[src/rtl/spi_seq_pkg.sv]
// spi_seq_pkg: shared state encoding and frame sizing for the SPI register sequencer
package spi_seq_pkg;
  typedef enum logic [2:0] {
    INIT_SEND,
    INIT_WAIT,
    INIT_DLY,
    IDLE,
    SEND,
    WAIT,
    RESP
  } seq_state_e;

  function automatic int frame_bytes(input int addr_bytes, input int data_bytes);
    return addr_bytes + data_bytes;
  endfunction
endpackage

[src/rtl/spi_reg_sequencer.sv]
// spi_reg_sequencer: plays an init register table, then serves host read/write frames
// through a byte-level SPI master, assembling read data from MISO.
module spi_reg_sequencer
  import spi_seq_pkg::*;
#(
  parameter int ADDR_BYTES  = 2,
  parameter int DATA_BYTES  = 2,
  parameter int INIT_DEPTH  = 10,
  parameter int DLY_W       = 16,
  parameter int RD_FLAG_BIT = ADDR_BYTES * 8 - 1
) (
  input  logic                                         clk40M,
  input  logic                                         nRst,
  output logic [$clog2(INIT_DEPTH)-1:0]                init_idx,
  input  logic [ADDR_BYTES*8-1:0]                      init_addr,
  input  logic [DATA_BYTES*8-1:0]                      init_data,
  input  logic [DLY_W-1:0]                             init_dly,
  input  logic                                         restart_init,
  output logic                                         init_done,
  output logic                                         busy,
  input  logic                                         cmd_valid,
  output logic                                         cmd_ready,
  input  logic                                         cmd_rd,
  input  logic [ADDR_BYTES*8-1:0]                      cmd_addr,
  input  logic [DATA_BYTES*8-1:0]                      cmd_wdata,
  output logic                                         rd_valid,
  output logic [DATA_BYTES*8-1:0]                      rd_data,
  output logic [$clog2(ADDR_BYTES+DATA_BYTES+1)-1:0]   spi_tx_count,
  output logic [7:0]                                   spi_tx_byte,
  output logic                                         spi_tx_dv,
  input  logic                                         spi_tx_ready,
  input  logic [7:0]                                   spi_rx_byte,
  input  logic                                         spi_rx_dv
);
  localparam int AW = ADDR_BYTES * 8;
  localparam int DW = DATA_BYTES * 8;
  localparam int NB = frame_bytes(ADDR_BYTES, DATA_BYTES);
  localparam int CW = $clog2(NB + 1);
  localparam int IW = $clog2(INIT_DEPTH);
  seq_state_e r_state, w_next;
  logic [CW-1:0] r_byte_idx, r_rx_cnt;
  logic [DLY_W-1:0] r_dly;
  logic [IW-1:0] r_init_idx;
  logic [AW-1:0] r_addr, w_rd_addr;
  logic [DW-1:0] r_wdata, r_rd_data;
  logic [NB*8-1:0] w_frame, w_shift;
  logic r_ready_q, r_init_done, r_rd;
  logic w_done, w_last_byte, w_last_entry, w_init, w_adv, w_accept, w_restart, w_rx;
  assign w_done       = spi_tx_ready & ~r_ready_q;
  assign w_last_byte  = r_byte_idx == CW'(NB - 1);
  assign w_last_entry = r_init_idx == IW'(INIT_DEPTH - 1);
  assign w_init       = r_state inside {INIT_SEND, INIT_WAIT, INIT_DLY};
  assign w_adv        = (r_state == INIT_WAIT && w_done && w_last_byte && init_dly == '0) ||
                        (r_state == INIT_DLY && r_dly == DLY_W'(1));
  assign w_accept     = r_state == IDLE && cmd_valid && !restart_init;
  assign w_restart    = r_state == IDLE && restart_init;
  assign w_rx         = spi_rx_dv && r_rd && (r_state == SEND || r_state == WAIT);
  always_comb begin
    w_rd_addr = r_addr;
    w_rd_addr[RD_FLAG_BIT] = 1'b1;
  end
  // Frame is {data, addr} so that shifting right by 8*byte_idx yields bytes LSB-first.
  assign w_frame = w_init ? {init_data, init_addr}
                          : {r_rd ? {DW{1'b0}} : r_wdata, r_rd ? w_rd_addr : r_addr};
  assign w_shift = w_frame >> {r_byte_idx, 3'b000};
  always_ff @(posedge clk40M)
    r_state <= !nRst ? INIT_SEND : w_next;
  always_comb begin
    w_next = r_state;
    case (r_state)
      INIT_SEND: w_next = INIT_WAIT;
      INIT_WAIT: w_next = !w_done ? INIT_WAIT : !w_last_byte ? INIT_SEND :
                          init_dly != '0 ? INIT_DLY : w_last_entry ? IDLE : INIT_SEND;
      INIT_DLY:  w_next = r_dly != DLY_W'(1) ? INIT_DLY : w_last_entry ? IDLE : INIT_SEND;
      IDLE:      w_next = restart_init ? INIT_SEND : cmd_valid ? SEND : IDLE;
      SEND:      w_next = WAIT;
      WAIT:      w_next = !w_done ? WAIT : !w_last_byte ? SEND : r_rd ? RESP : IDLE;
      RESP:      w_next = IDLE;
      default:   w_next = INIT_SEND;
    endcase
  end
  // Strobe is gated by nRst so a reset asserted mid-frame never leaves a byte pending.
  always_comb begin
    spi_tx_dv   = nRst && (r_state == INIT_SEND || r_state == SEND);
    spi_tx_byte = spi_tx_dv ? w_shift[7:0] : 8'h00;
    cmd_ready   = r_state == IDLE && !restart_init;
    busy        = r_state != IDLE;
    rd_valid    = r_state == RESP;
  end
  assign spi_tx_count = CW'(NB);
  assign init_idx     = r_init_idx;
  assign init_done    = r_init_done;
  assign rd_data      = r_rd_data;
  always_ff @(posedge clk40M)
    r_ready_q <= spi_tx_ready;
  always_ff @(posedge clk40M) begin
    if (!nRst) begin
      r_byte_idx  <= '0;
      r_rx_cnt    <= '0;
      r_dly       <= '0;
      r_init_idx  <= '0;
      r_init_done <= 1'b0;
      r_rd        <= 1'b0;
      r_addr      <= '0;
      r_wdata     <= '0;
      r_rd_data   <= '0;
    end else begin
      if ((r_state == INIT_WAIT || r_state == WAIT) && w_done)
        r_byte_idx <= w_last_byte ? '0 : r_byte_idx + 1'b1;
      if (r_state == INIT_WAIT && w_done && w_last_byte)
        r_dly <= init_dly;
      else if (r_state == INIT_DLY)
        r_dly <= r_dly - 1'b1;
      if (w_adv) begin
        if (w_last_entry)
          r_init_done <= 1'b1;
        else
          r_init_idx <= r_init_idx + 1'b1;
      end
      if (w_restart) begin
        r_init_done <= 1'b0;
        r_init_idx  <= '0;
      end
      if (w_accept) begin
        r_rd     <= cmd_rd;
        r_addr   <= cmd_addr;
        r_wdata  <= cmd_wdata;
        r_rx_cnt <= '0;
      end
      if (w_rx) begin
        r_rx_cnt <= r_rx_cnt + 1'b1;
        for (int i = 0; i < DATA_BYTES; i++)
          if (r_rx_cnt == CW'(ADDR_BYTES + i))
            r_rd_data[i*8 +: 8] <= spi_rx_byte;
      end
    end
  end
endmodule
[config.mk]
export PLATFORM = sky130hd
export DESIGN_NAME = spi_reg_sequencer
export DESIGN_NICKNAME = d
export VERILOG_FILES = /design/src/rtl/spi_seq_pkg.sv /design/src/rtl/spi_reg_sequencer.sv
export SDC_FILE = /design/constraint.sdc
export NUM_CORES = 1
export LEC_CHECK = 0
export CORE_AREA = 2 2 112 114
export CTS_CLUSTER_SIZE = 20
export DETAILED_ROUTE_END_ITERATION = 8
export DIE_AREA = 0 0 114 116
export PLACE_DENSITY_LB_ADDON = 0.25
export SLEW_MARGIN = 20
export SYNTH_ARGS = -nofsm -noshare
export SYNTH_HDL_FRONTEND = slang
export SYNTH_SLANG_ARGS = --single-unit
[constraint.sdc]
create_clock -name clk40M -period 2.56 [get_ports clk40M]
set_input_delay 0.64 -clock clk40M [delete_from_list [all_inputs] [get_ports clk40M]]
set_output_delay 0.64 -clock clk40M [all_outputs]
set_load 0.05 [all_outputs]
==> results.ini <==
[place]
port_buffers=127
dp.cells=757
dp_hpwl_um=8890
preCtsSetupSlack_ns=-0.380
place_congestion=0.834

[worst_setup_path]
worstPathCellList=buf_6, or4b_4, nor2_4, buf_6, nand2_1, o21ai_2, buf_12
critPathMaxStageDelay_ns=0.52
critPathBufInv=3
rrSetupSlack_ns=0.41
cp.required_ns=1.92
reg2regPathDepth=6
r2r_start=r_byte_idx[1]
crit_type=register to output pin
r2r-end=r_dly[9]
cp-end-kind=output pin
crit_fanout=7
cp_common_cell=buf_6
arrival_ns=1.89
crit_path_top_delay_cell=or4b_4
critPathTopFamily=simple AND/OR/NAND/NOR gates
start_kind=register

[sta]
setup_violations=0
slew_violations=0
clock-skew-final_ns=0.00689
rsz0062_at_grt=yes
min_period_ns=2.53
tns_ns=0
final-hold-violation-count=0
worst_pin_slew_ns=0.765
max_freq_mhz=395
worst_slack_ns=0.0300
slew_headroom_pct=49.0
fin_crit_sh_pct=98.8
worst_hold_slack_ns=0.452

[detailed_routing]
final_antenna_net_count=0
viasPerCell=5.25
drtPass1Iterations=4
wl_per_cell_um=16.0
drc_errors=0
drt_iter0_markers=205
vias=4087
finalWirelength_um=12500

[clocking]
cts-root-buf=clkbuf_16
cts_buffer_depth=2
cts.clk_slew.worst_paths_ns=0.06
cts_buffers=9
clk_latency_ns=0.33
cts_tree=done
htreeDepth=3
clock-sinks=80

[hold_path]
worst_hold_startpoint=r_wdata[8]
hold_path_class=register to register
holdPathStages=2
whs_endpoint=r_wdata[8]

[final_layout]
final_cell_mix=112 x clkdlybuf4s50_1, 89 x nand2_1, 77 x dfxtp_1, 47 x a21oi_1, 37 x nor2_1
finalNonFillerCells=779
multi_input_area_mm2=0.00247
antenna_cells=0
seq_area_mm2=0.00161
drive_above_1_share_pct=17.6
nNetsFinal=731
final_common_cell=clkdlybuf4s50_1
n_fill_cell=1139
final_core_util_pct=53.0
area_growth_pct=52.0

[floorplan]
die_h_um=116
start_util_pct=34.9
die_area_mm2=0.0132
die_w_um=114
io_pins=131
rows=40
core-area_mm2=0.0119

[logic_synthesis]
synth_seq_cells=80
seq_area_frac_synth_pct=38.6
syn_inst=490
synthFlopType=dfxtp_1
syn_area_per_cell_um2=8.47
synth_area_mm2=0.00415
ys_types=60
synth_area_leaders=dfxtp_1 39%, nand2_1 8.3%, mux2i_1 7.2%
synth-edff-count=0
yosys.area.top_type=dfxtp_1
synth_top_area_share_pct=38.6
yosys_warnings=0
synthArstFlopShare_pct=0

[pwr]
p_per_area_mw_per_mm2=456
max-vdd-ir-drop_uv=439
leakage_nw=2.28

[status]
outcome=finished, final reports clean

[global_routing]
antenna_found_initial=0
grt_pass1_wl_um=19500
grt_pass1_vias=4017
grt_start_max_net_pins=71
grt_overflow=0
grt_use_total_pct=18.8

[flow_run]
cap_viol_max_count=0

## per-layer routing
layer  track usage (%)  up-vias  wire length, µm
met5                 0        -                0
met4              7.89        0               98
met3              3.87        8              566
met2              31.5      100             6240
met1              23.5     1939             5550
li1                  -     2040                -
## timing repair
action | in CTS | in global routing
resized for setup | 12 | 14
buffers inserted | 4 | 1
hold buffers | 0 | 0
endpoints found under the setup margin | 8 | 8
pin swaps | 1 | 1
cloned | 1 | 1
## worst max-delay path by stage
stage / endpoint / from / cells past startpoint / slack, ns
4_1_cts: spi_tx_byte[5] / r_state[0] / 7 / -0.002
6_report: spi_tx_byte[5] / r_state[0] / 7 / 0.03
2_1_floorplan: spi_tx_byte[0] / nRst / 4 / -0.07
3_3_place_gp: spi_tx_byte[1] / nRst / 7 / -0.37
5_1_grt: spi_tx_byte[0] / r_state[0] / 7 / -0.02
3_5_place_dp: spi_tx_byte[7] / nRst / 5 / -0.38
## cells by family after synthesis
family	after synthesis	share of synthesized area, %
flops	80	38.6
simple gates	208	25.1
compound gates	101	15.3
xor+xnor	1	0.211
mux	45	13.5
other cells	2	0.181
buf+inv	45	4.76
fa+ha+maj	8	2.41
## report_power, final
| group | leakage, nW | internal (W) | switching, W |
|---|---|---|---|
| clock | 0.145 | 0.000771 | 0.000486 |
| combinational | 1.49 | 0.000218 | 0.000150 |
| sequential | 0.647 | 0.00125 | 0.00000514 |
## worst reg2reg max path, stage by stage (launching register included)
cell,delay (ns)
dfxtp_1,0.57
ha_1,0.29
nor4bb_1,0.28
buf_4,0.21
nand2_1,0.30
o311ai_0,0.23
a31oi_1,0.13
## metrics by stage
| step | cell area (µm²) | power, W |
|---|---|---|
| floorplan | 4210 | 0.00141 |
| global placement | 5860 | 0.00163 |
| detailed placement | 5860 | 0.00163 |
| CTS | 6240 | 0.00291 |
| global route | 6310 | 0.00298 |
| finish | 6310 | 0.00288 |
## sequential cells by signal, summed over array words and instances (netlist names)
signal / count
r_rd: 1
r_byte_idx: 3
init_done: 1
r_wdata: 16
r_state: 3
r_addr: 16
rd_data: 16
init_idx: 4
r_dly: 16
r_ready_q: 1
r_rx_cnt: 3
## synthesized netlist by cell type, drive strengths merged (4+ instances only)
cell	count
nand4	8
mux2i	30
a21oi	48
dfxtp	80
inv	11
ha	8
o311ai	4
nand2	93
a31oi	10
buf	16
mux2	7
or4	5
nor3b	4
mux4	8
nor3	14
nand3b	5
o21ai	8
nor4	8
nand3	12
clkbuf	18
nand2b	4
nor2	38
## cell type report
class / count / area share (%)
clock inverters: 4 / 0.713
flip-flops and latches: 80 / 25.5
clock buffers: 11 / 3.84
multi-input cells: 366 / 39.2
inverters: 11 / 0.654
well taps: 147 / 2.91
repair buffers: 160 / 27.2
Power figures use the tool's default switching activity.
